**config.mk**
```make
export PLATFORM = sky130hd
export DESIGN_NAME = multicycle_controller
export DESIGN_NICKNAME = d
export VERILOG_FILES = /design/src/rtl/multicycle_controller.sv
export SDC_FILE = /design/constraint.sdc
export NUM_CORES = 1
export LEC_CHECK = 0
export ABC_AREA = 1
export CAP_MARGIN = 10
export CORE_MARGIN = 3
export CORE_UTILIZATION = 55
export DETAILED_ROUTE_END_ITERATION = 6
export DONT_BUFFER_PORTS = 1
export PLACE_DENSITY = 0.73
export SLEW_MARGIN = 20
export SYNTH_ARGS = -nofsm -noshare
export SYNTH_HDL_FRONTEND = slang
export SYNTH_SLANG_ARGS = --single-unit
```
**constraint.sdc**
```tcl
create_clock -name clk -period 2.6 [get_ports clk]
set_input_delay 0.26 -clock clk [delete_from_list [all_inputs] [get_ports clk]]
set_output_delay 0.26 -clock clk [all_outputs]
set_load 0.02 [all_outputs]
```
**src/rtl/multicycle_controller.sv**
```systemverilog
// Phase sequencer for the multi-cycle RV32I datapath: walks each instruction through
// FETCH/DECODE/EXEC/MEM/WB and gates memory handshakes and datapath strobes per phase.
module multicycle_controller #(
  parameter int unsigned MEM_TIMEOUT = 16
) (
  input  logic       clk,
  input  logic       rst,
  input  logic [6:0] opcode,
  input  logic       imem_ack,
  input  logic       dmem_ack,
  input  logic       stall,
  output logic       imem_req,
  output logic       ir_write,
  output logic       pc_write,
  output logic       dmem_req,
  output logic       MemRead,
  output logic       MemWrite,
  output logic       ALUsrc,
  output logic       branch,
  output logic       RegWrite,
  output logic [1:0] ALUop,
  output logic [2:0] state,
  output logic       illegal,
  output logic       timeout
);

  localparam int unsigned CntW = $clog2(MEM_TIMEOUT) + 1;

  typedef enum logic [2:0] {
    StFetch  = 3'b000,
    StDecode = 3'b001,
    StExec   = 3'b010,
    StMem    = 3'b011,
    StWb     = 3'b100,
    StTrap   = 3'b111
  } state_e;

  typedef enum logic [3:0] {
    ClsNone, ClsR, ClsIalu, ClsLoad, ClsJalr, ClsStore,
    ClsBr, ClsLui, ClsAuipc, ClsJal, ClsIllegal
  } cls_e;

  state_e          r_state;
  cls_e            r_cls;
  logic [CntW-1:0] r_cnt;
  logic            r_illegal;
  logic            r_timeout;

  cls_e            w_dec_cls;
  logic            w_mem_last;

  always_comb begin
    case (opcode)
      7'b0110011: w_dec_cls = ClsR;
      7'b0010011: w_dec_cls = ClsIalu;
      7'b0000011: w_dec_cls = ClsLoad;
      7'b1100111: w_dec_cls = ClsJalr;
      7'b0100011: w_dec_cls = ClsStore;
      7'b1100011: w_dec_cls = ClsBr;
      7'b0110111: w_dec_cls = ClsLui;
      7'b0010111: w_dec_cls = ClsAuipc;
      7'b1101111: w_dec_cls = ClsJal;
      default:    w_dec_cls = ClsIllegal;
    endcase
  end

  assign w_mem_last = (r_cnt == CntW'(MEM_TIMEOUT - 1));

  // Stall freezes state and the wait counter; TRAP never leaves anyway.
  always_ff @(posedge clk or posedge rst) begin
    if (rst) begin
      r_state   <= StFetch;
      r_cls     <= ClsNone;
      r_cnt     <= '0;
      r_illegal <= 1'b0;
      r_timeout <= 1'b0;
    end else if (!stall) begin
      case (r_state)
        StFetch: begin
          r_cls <= ClsNone;
          if (imem_ack) r_state <= StDecode;
        end
        StDecode: begin
          r_cls <= w_dec_cls;
          if (w_dec_cls == ClsIllegal) begin
            r_illegal <= 1'b1;
            r_state   <= StTrap;
          end else begin
            r_state <= StExec;
          end
        end
        StExec: begin
          r_cnt <= '0;
          case (r_cls)
            ClsBr:             r_state <= StFetch;
            ClsLoad, ClsStore: r_state <= StMem;
            default:           r_state <= StWb;
          endcase
        end
        StMem: begin
          if (dmem_ack) begin
            r_cnt   <= '0;
            r_state <= (r_cls == ClsLoad) ? StWb : StFetch;
          end else if (w_mem_last) begin
            r_cnt     <= '0;
            r_timeout <= 1'b1;
            r_state   <= StTrap;
          end else begin
            r_cnt <= r_cnt + 1'b1;
          end
        end
        StWb:    r_state <= StFetch;
        StTrap:  r_state <= StTrap;
        default: r_state <= StTrap;
      endcase
    end
  end

  assign state   = r_state;
  assign illegal = r_illegal;
  assign timeout = r_timeout;

  // Strobes are held low for the whole time rst is high, not just after the edge.
  always_comb begin
    imem_req = 1'b0;
    ir_write = 1'b0;
    pc_write = 1'b0;
    dmem_req = 1'b0;
    MemRead  = 1'b0;
    MemWrite = 1'b0;
    ALUsrc   = 1'b0;
    branch   = 1'b0;
    RegWrite = 1'b0;
    ALUop    = 2'b00;
    if (!rst) begin
      case (r_state)
        StFetch: begin
          imem_req = !stall;
          ir_write = imem_ack && !stall;
        end
        StExec: begin
          ALUsrc = !(r_cls == ClsR || r_cls == ClsBr);
          if (r_cls == ClsR || r_cls == ClsIalu) ALUop = 2'b10;
          else if (r_cls == ClsBr)               ALUop = 2'b01;
          if (r_cls == ClsBr) begin
            branch   = !stall;
            pc_write = !stall;
          end
        end
        StMem: begin
          dmem_req = !stall;
          MemRead  = (r_cls == ClsLoad);
          MemWrite = (r_cls == ClsStore);
          ALUsrc   = 1'b1;
          pc_write = (r_cls == ClsStore) && dmem_ack && !stall;
        end
        StWb: begin
          RegWrite = !stall;
          pc_write = !stall;
        end
        default: ;
      endcase
    end
  end

endmodule

```
==> key figures, run 1 <==
Route
  • DR top layer: met4
  • Final ANT Viol Nets: 0
  • Initial DRC count: 14
  • Post-detailed-routing wire length: roughly 2300 um
  • Vias after detailed routing: 1036
  • DR WL met2: 1010 um
  • DR WL met3: roughly 180 um
  • Pre-antenna DRT Iters: 4
  • Metal-1 WL: 1090 um
  • Post-route DRC: 0
  • Via density: approximately 5.2
  • Wire per inst: between 10 and 15 um

Final layout
  • FILL cells: 184
  • Layout Cells excl Fill: a little under 200
  • Register area: 350 um^2
  • # diodes: 0
  • Multi-input gate area: ~630 um^2
  • NumNets Final: 187
  • Area grow syn2layout: 7.72%
  • Share of cells above drive strength 1: roughly 14%

Placed design
  • GPL Wtd Cong: 0.868
  • Placed cell count: 193
  • I/O Buffers: 0
  • Dpl ws: ~0.72 ns
  • Post-DP HPWL: 1900 um

Synth
  • Synth top area cells: dfrtp_1, nand2_1, inv_1
  • Async S/R FF share, synth: 100%
  • Yosys top cell by area: dfrtp_1
  • Seq cells post-synth: 14
  • Top-count cell post-synth: nand2_1
  • Post-synth EDFFs: 0
  • Synth Net Count: 180
  • Synth Warn #: 0
  • Top cells by count, synth: nand2_1, inv_1, nor2_1, dfrtp_1, nand3_1
  • Synth top area share: 31.8%
  • Register area share after synthesis: 31.8%
  • Synth Area per Inst: 6.60 um^2
  • Synth Instances: between 150 and 200
  • Distinct cells, synth: 24
  • Top_reg_cell synth: dfrtp_1
  • Mapped cell area: 0.00110 mm^2

Critical path
  • Slowest CP cell: dfrtp_1
  • CP startpoint kind: flip-flop
  • Max incr delay on CP: roughly 0.53 ns
  • CP max FO: 6
  • Worst setup EP type: output port
  • Crit-path cells: inv_2, nand2_4, inv_1, nand2_1, nor2_1, inv_1, o21ai_0
  • Worst setup path class: reg -> out
  • Data arrival, critical path: around 1.9 ns
  • CP Data Required Time: 2.34 ns
  • CP dominant cell by count: inv_1
  • Cell family with most CP delay: flip-flops
  • Buffers & Inverters on Critical Path: 3

STA
  • RSZ-0062 raised after global routing: no
  • Final Hold Violating Endpoints: 0
  • Slew margin rel.: roughly 56%
  • Final WS setup: 0.408 ns
  • Max-slew violations: 0
  • Setup Skew: 0.0120 ns
  • Fin crit period: 2.19 ns
  • F_max: 0.456 GHz
  • Final setup TNS: 0 ns
  • Setup-failing EPs final: 0
  • Worst-margin pin slew: around 0.66 ns
  • Fin crit share: 84.3%

Clock network
  • Total CTS buffers: 3
  • CTS sink count: 14
  • CTS tree: yes
  • Htree depth: 1
  • Clk slew on worst S/H paths: 0.09 ns
  • Max Buffers Root-to-Sink: 2
  • Root buf cell: clkbuf_4
  • Skew-Pair Late Insertion Delay: 0.27 ns

Power
  • Peak supply drop: approximately 410 uV
  • Internal: 480 uW
  • Pleak: 0.576 nW
  • Proportion of power drawn by the clock network: roughly 17%
  • Net Sw Frac: between 40% and 50%
  • Seq pwr share: 42.8%
  • Psw: 417 uW
  • PwrDens: 756 mW/mm^2
  • Comb pwr share: 40.3%

Die
  • Boundary Pins: 28
  • Die ar.: between 0.002 and 0.003 mm^2
  • Chip width: 50.8 um
  • Initial core utilization: approximately three fifths
  • Core area: 0.00180 mm^2
  • # rows: 15
  • Die Span Y: 50.8 um

Global routing
  • Total track usage: between 20% and 30%
  • Initial antenna violation count: 0
  • Vias in the first global route: 1044
  • GRT overflow: 0
  • Largest net degree at the start of global routing: 17
  • Global-route wire length before repair: 4260 um

Status
  • Outcome: finished, final reports clean

Hold path
  • Worst hold-check path type: in -> reg

Flow run
  • Maxcap violations: 0
## cells in the final DEF, fill, tap and decap left out, drive strengths merged
master       count
a21oi            6
a31o             1
a31oi            1
buf              1
clkbuf           4
dfrtp           14
dlygate4sd3      1
ha               1
inv             31
nand2           38
nand3           13
nand4            5
nor2            33
nor3             9
nor3b            1
o21ai           12
o21bai           1
o31ai            1
## worst register-to-register path: stages, from the launching register on
cell	delay (ns)
dfrtp_1	0.54
nor3_1	0.42
inv_1	0.15
nor2_1	0.19
o21ai_0	0.12
o21ai_0	0.08
## path summary, 6_finish.rpt
check / start / to / slack, ns / depth (start not counted)
max: state[2]$_DFFE_PP0P_ / ALUsrc / 0.41 / 7
min: stall / illegal$_DFFE_PP0P_ / 0.09 / 1
max reg2reg: state[1]$_DFFE_PP0P_ / r_cls[2]$_DFFE_PP0P_ / 1.02 / 5
min reg2reg: r_cls[3]$_DFFE_PP0P_ / r_cls[3]$_DFFE_PP0P_ / 0.49 / 2
max in group asynchronous: rst / illegal$_DFFE_PP0P_ / 1.97 / 3
min in group asynchronous: rst / state[2]$_DFFE_PP0P_ / 0.44 / 3
## state kept, by name, indices dropped and copies added, names as in the netlist
name / count
illegal: 1
r_cls: 4
timeout: 1
r_cnt: 5
state: 3
## metal layers
layer / up-vias / GRT usage (%)
li1: 556 / -
met1: 450 / 27.9
met2: 28 / 34.6
met3: 2 / 5.04
met4: 0 / 4.04
met5: - / 0
## power by group through the flow
stage	clock network, mW	registers [mW]	logic (mW)
2_1_floorplan	0	0.372	0.302
3_3_place_gp	0	0.384	0.351
5_1_grt	0.171	0.396	0.409
3_5_place_dp	0	0.387	0.361
4_1_cts	0.155	0.383	0.365
6_report	0.151	0.385	0.362
## repair_timing
item | in CTS | in global routing
hold endpoints to repair | 14 | 0
setup buffers | 0 | 0
resized for setup | 0 | 0
hold buffers | 1 | 0
## cells by family after synthesis
kind of cell	share of synthesized area, %
fa+ha+maj	1.13
buf+inv	11.0
simple gates	44.5
flops	31.8
compound gates	11.6
## final cells by class
class,count,share of cell area [%]
clock buffer,4,3.06
inverter,31,10.2
timing repair buffer,2,1.48
multi-input combinational,122,53.1
sequential,14,29.5
tap,25,2.63
## metrics by stage
stage	hold WS, ns	utilization, %	power [mW]	area, um^2
5_1_grt	0.0723	65.9	0.976	1190
3_5_place_dp	0.169	63.3	0.748	1140
2_1_floorplan	0.165	-	0.674	1100
6_report	0.0950	65.9	0.898	1190
4_1_cts	0.0888	65.9	0.903	1190
3_3_place_gp	0.170	63.3	0.734	1140
Note: power is estimated with default switching activity, not from simulation.
==> inputs of run 2 (changes only) <==
PLACE_DENSITY = 0.76   (was 0.73)
clock period = 2 ns   (was 2.6 ns; I/O delays follow)
==> run 2 against run 1 <==
Against the previous run:
- die area stayed put
- utilization is 2.0 points higher
- cell area is 3.1% higher
- critical endpoint is now pc_write
- critical path depth is 1 higher
- via count is 5.0% higher
- wire length is 4.3% higher
- power is 27% higher
- combinational power is 34% higher
- count of clock-buffer cells in the layout is 1 lower
- sequential share of layout area is 0.67 points lower
- clock power hardly changed
- critical path type unchanged
- non-clock buffer count is 6 higher
==> key figures, run 2 (synthesized netlist as in run 1, its figures left out) <==
Critical path
  • CP Data Required Time: between 1.5 and 2 ns
  • CP startpoint kind: flip-flop
  • Path depth of the worst reg2reg path: 5
  • Buffers & Inverters on Critical Path: 4
  • Cell family with most CP delay: flip-flops
  • CP dominant cell by count: inv_1
  • Data arrival, critical path: between 1.5 and 2 ns
  • Worst setup path class: reg -> out
  • Worst setup EP type: output port
  • Crit-path cells: inv_2, nand2_4, inv_1, nand2_1, inv_1, nand3_1, a31oi_1, buf_4
  • CP max FO: 6
  • Max incr delay on CP: 0.49 ns
  • Levels on crit path: 8
  • Slowest CP cell: dfrtp_2

Die
  • # rows: 15
  • Chip width: between 50 and 60 um
  • Initial core utilization: 61.2%
  • Boundary Pins: 28
  • Core area: 0.00180 mm^2
  • Die Span Y: 50.8 um
  • Die ar.: 0.00258 mm^2

STA
  • Setup-failing EPs final: 0
  • Worst-margin pin slew: 0.384 ns
  • Final Hold Violating Endpoints: 0
  • Final setup TNS: 0 ns
  • RSZ-0062 raised after global routing: no
  • Max-slew violations: 0
  • Setup Skew: roughly 0.007 ns
  • Fin crit share: 92.8%
  • Slew margin rel.: 74.3%
  • F_max: 0.539 GHz
  • Fin crit period: 1.86 ns

Clock network
  • Clk slew on worst S/H paths: 0.07 ns
  • Htree depth: 1
  • Skew-Pair Late Insertion Delay: 0.27 ns
  • CTS sink count: 14
  • Total CTS buffers: 3
  • Root buf cell: clkbuf_4
  • CTS tree: yes
  • Max Buffers Root-to-Sink: 2

Power
  • Proportion of power drawn by the clock network: about an eighth
  • PwrDens: 931 mW/mm^2
  • Comb pwr share: 42.4%
  • Psw: 540 uW
  • Net Sw Frac: a little under half
  • Seq pwr share: 44.2%
  • Internal: 599 uW
  • Pleak: 0.597 nW
  • Peak supply drop: ~630 uV

Placed design
  • GPL Wtd Cong: ~0.9
  • Post-DP HPWL: between 1500 and 2000 um
  • I/O Buffers: 0

Global routing
  • Vias in the first global route: just over 1000
  • Global-route wire length before repair: 4200 um
  • GRT overflow: 0
  • Initial antenna violation count: 0
  • Largest net degree at the start of global routing: 11
  • Total track usage: 21.1%

Route
  • Via density: 5.36
  • Final ANT Viol Nets: 0
  • Vias after detailed routing: 1088
  • Post-route DRC: 0
  • Pre-antenna DRT Iters: 4
  • Initial DRC count: 22
  • Wire per inst: 11.8 um
  • Post-detailed-routing wire length: 2390 um

Final layout
  • Multi-input gate area: between 600 and 700 um^2
  • # diodes: 0
  • Area grow syn2layout: 11.0%
  • FILL cells: 156
  • Largest Register: r_cnt
  • Most common cell after layout, fill and taps aside: nand2_1
  • Max reg flops: 5
  • Share of cells above drive strength 1: between 10% and 20%
  • Register area: about 350 um^2
  • Most frequent cells in the layout: nand2_1, inv_1, nor2_1, nand3_1, dfrtp_1
  • Core Util, Final: about two thirds
  • NumNets Final: 193

Hold path
  • Hold depth: 1
  • Worst hold-check path type: in -> reg

Status
  • Outcome: finished, final reports clean

Flow run
  • Maxcap violations: 0
==> run 2: final cells by class <==
type / instances / share of cell area (%)
multi-input combinational: 122 / 51.7
sequential: 14 / 28.8
inverter: 31 / 9.92
timing repair buffer: 8 / 5.11
tap: 25 / 2.56
clock buffer: 3 / 1.84
==> run 2: power groups by stage <==
stage,Combinational (mW),Sequential [mW],Clock (mW)
floorplan,0.393,0.484,0
global placement,0.469,0.501,0
detailed placement,0.475,0.505,0
CTS,0.482,0.498,0.158
global route,0.539,0.517,0.171
finish,0.484,0.504,0.152
==> run 2: path summary, 6_finish.rpt <==
path	end	slack, ns	startpoint
max reg2reg	r_cls[2]$_DFFE_PP0P_	0.55	state[1]$_DFFE_PP0P_
max in group asynchronous	state[2]$_DFFE_PP0P_	1.26	rst
min reg2reg	r_cls[3]$_DFFE_PP0P_	0.49	r_cls[3]$_DFFE_PP0P_
min	illegal$_DFFE_PP0P_	0.02	stall
min in group asynchronous	r_cls[3]$_DFFE_PP0P_	0.30	rst
max	pc_write	0.14	state[2]$_DFFE_PP0P_
==> run 2: per-stage QoR <==
step                      std cells  hold slack [ns]  setup slack [ns]  total power [mW]  area [um^2]
after floorplan                 167            0.105             0.291             0.876         1100
after global placement          199           0.0269             0.414             0.971         1190
after detailed placement        199           0.0272             0.352             0.980         1190
after CTS                       203           0.0173            0.0556              1.14         1220
after global routing            203           0.0285            0.0170              1.23         1220
final                           203           0.0246             0.144              1.14         1220
==> run 2: repair_timing <==
item / CTS / global route
gates resized for setup: 0 / 4
endpoints found under the hold margin: 4 / 0
hold buffers: 1 / 0
setup buffers: 0 / 0
endpoints found under the setup margin: 0 / 4
==> run 2: metal layers <==
metal	vias up	part of all wire, %	GRT usage [%]
met5	-	0	0
li1	555	-	-
met4	0	0.96	6.73
met2	41	46	35.9
met1	488	46	26.5
met3	4	7.4	4.45
==> inputs of run 3 (changes only) <==
GPL_TIMING_DRIVEN = 0   (was unset)
==> run 3 against run 2 <==
Against the previous run:
- largest power group unchanged
- critical path type unchanged
- power grew 0.75%
- wire length is 0.38% lower
- global-route usage is 0.10 points higher
==> key figures, run 3 (synthesized netlist as in run 1, its figures left out) <==
STA
  • Final setup TNS: 0 ns
  • Setup-failing EPs final: 0
  • Max-slew violations: 0
  • Slew margin rel.: 54.3%
  • F_max: 0.521 GHz
  • Worst-margin pin slew: 0.680 ns
  • Final Hold Violating Endpoints: 0
  • Setup Skew: 0.00536 ns
  • Fin crit share: between 90 and 100%
  • Fin crit period: 1.92 ns
  • RSZ-0062 raised after global routing: no

Clock network
  • CTS sink count: 14
  • Total CTS buffers: 3
  • Clk slew on worst S/H paths: 0.08 ns
  • CTS tree: yes
  • Skew-Pair Late Insertion Delay: around 0.28 ns
  • Htree depth: 1
  • Post-CTS Setup Inserts: 0
  • Root buf cell: clkbuf_4
  • Max Buffers Root-to-Sink: 2

Final layout
  • Post-route cell area: around 0.0012 mm^2
  • Most common cell after layout, fill and taps aside: nand2_1
  • Share of cells above drive strength 1: 18.1%
  • Layout Cells excl Fill: 196
  • NumNets Final: 186
  • Max reg flops: 5
  • # diodes: 0
  • Most frequent cells in the layout: nand2_1, inv_1, nor2_1, nand3_1, dfrtp_1
  • Core Util, Final: about 67%
  • Multi-input gate area: around 660 um^2
  • FILL cells: between 150 and 200
  • Largest Register: r_cnt
  • Register area: 353 um^2
  • Area grow syn2layout: 9.08%

Hold path
  • Worst hold-check path type: in -> reg

Power
  • Peak supply drop: 549 uV
  • PwrDens: 955 mW/mm^2
  • Total power: about 1.1 mW
  • Pleak: 0.563 nW

Route
  • Via density: 5.48
  • Final ANT Viol Nets: 0
  • Post-detailed-routing wire length: 2380 um
  • Post-route DRC: 0
  • Pre-antenna DRT Iters: 5
  • Wire per inst: 12.1 um
  • Vias after detailed routing: 1074
  • Initial DRC count: 19

Global routing
  • Global-route wire length before repair: 4160 um
  • Initial antenna violation count: 0
  • Busiest grt layer: met2
  • Vias in the first global route: 1021
  • Met3 Track Usage GR: 3.86%
  • Met1 usage in global routing: between 20 and 30%
  • Total track usage: 21.2%
  • Met2 usage: between 30% and 40%
  • GRT overflow: 0
  • Largest net degree at the start of global routing: 15

Critical path
  • CP max FO: 6
  • Worst setup path class: reg -> out
  • Max incr delay on CP: 0.59 ns
  • Crit-path cells: nor2_2, nand2_1, nor3b_1
  • CP startpoint kind: flip-flop
  • Data arrival, critical path: approximately 1.7 ns
  • CP Data Required Time: 1.80 ns
  • Slowest CP cell: nor3b_1
  • Worst setup EP type: output port

Placed design
  • I/O Buffers: 0
  • Post-DP HPWL: 1880 um
  • GPL Wtd Cong: 0.849
  • Placed Area: ~0.0011 mm^2
  • Placed cell count: 192

Die
  • Die Span Y: 50.8 um
  • Chip width: a little over 50 um
  • Die ar.: 0.00258 mm^2
  • # rows: 15
  • Boundary Pins: 28
  • Core area: 0.00180 mm^2
  • Initial core utilization: 61.2%

Flow run
  • Maxcap violations: 0

Status
  • Outcome: finished, final reports clean
## run 3: changes by cell type in the layout (fill, tap and decap cells not counted)
cell,previous run,this run
nor3_2,0,2
buf_4,7,0
o21ai_2,1,2
a31oi_1,1,0
nor2_2,5,6
a31oi_4,0,1
nor2_1,24,23
o21ai_0,11,10
nor3_1,9,7
## run 3: routing by layer
layer	routed length, um	part of all wire [%]	vias to the layer above
li1	-	-	542
met1	1090	46	481
met2	1070	45	44
met3	176	7.4	7
met4	44	1.9	0
met5	0	0	-
## run 3: worst max-delay path: cells and delay by family, from the launching register on
kind / cells / cell delay [ns]
DFF: 1 / 0.50
and+or+nand+nor: 3 / 0.93
## run 3: final timing paths
check / from / to / slack (ns) / cells past startpoint
worst max-delay path: state[1]$_DFFE_PP0P_ / ir_write / 0.08 / 3
worst min-delay path: stall / illegal$_DFFE_PP0P_ / 0.02 / 1
worst max register to register: state[0]$_DFFE_PP0P_ / state[2]$_DFFE_PP0P_ / 0.56 / 8
worst min register to register: r_cnt[4]$_DFFE_PP0P_ / r_cnt[4]$_DFFE_PP0P_ / 0.50 / 2
max in group asynchronous: rst / state[2]$_DFFE_PP0P_ / 1.07 / 2
min in group asynchronous: rst / timeout$_DFFE_PP0P_ / 0.47 / 2
## run 3: timing repair
action | 4_1_cts | 5_1_grt
hold endpoints to repair | 14 | 0
hold buffers | 1 | 0
setup endpoints to repair | 4 | 5
resized for setup | 4 | 7
## run 3: cell type report
cell class              instances  share of cell area [%]
inverters                      31                    10.1
flip-flops and latches         14                    29.3
well taps                      25                    2.60
repair buffers                  1                   0.832
multi-input cells             122                    55.3
clock buffers                   3                    1.87
## run 3: power breakdown
| group | leakage (nW) | switching, mW | internal [mW] |
|---|---|---|---|
| combinational | 0.372 | 0.329 | 0.155 |
| sequential | 0.177 | 0.138 | 0.367 |
| clock | 0.0138 | 0.0887 | 0.0700 |
## run 3: through the flow
step / hold WS, ns / setup slack (ns)
after global placement: 0.180 / 0.164
after CTS: 0.0173 / 0.00239
after floorplan: 0.105 / 0.291
after global routing: 0.0126 / 0.0214
final: 0.0205 / 0.0807
after detailed placement: 0.184 / 0.144
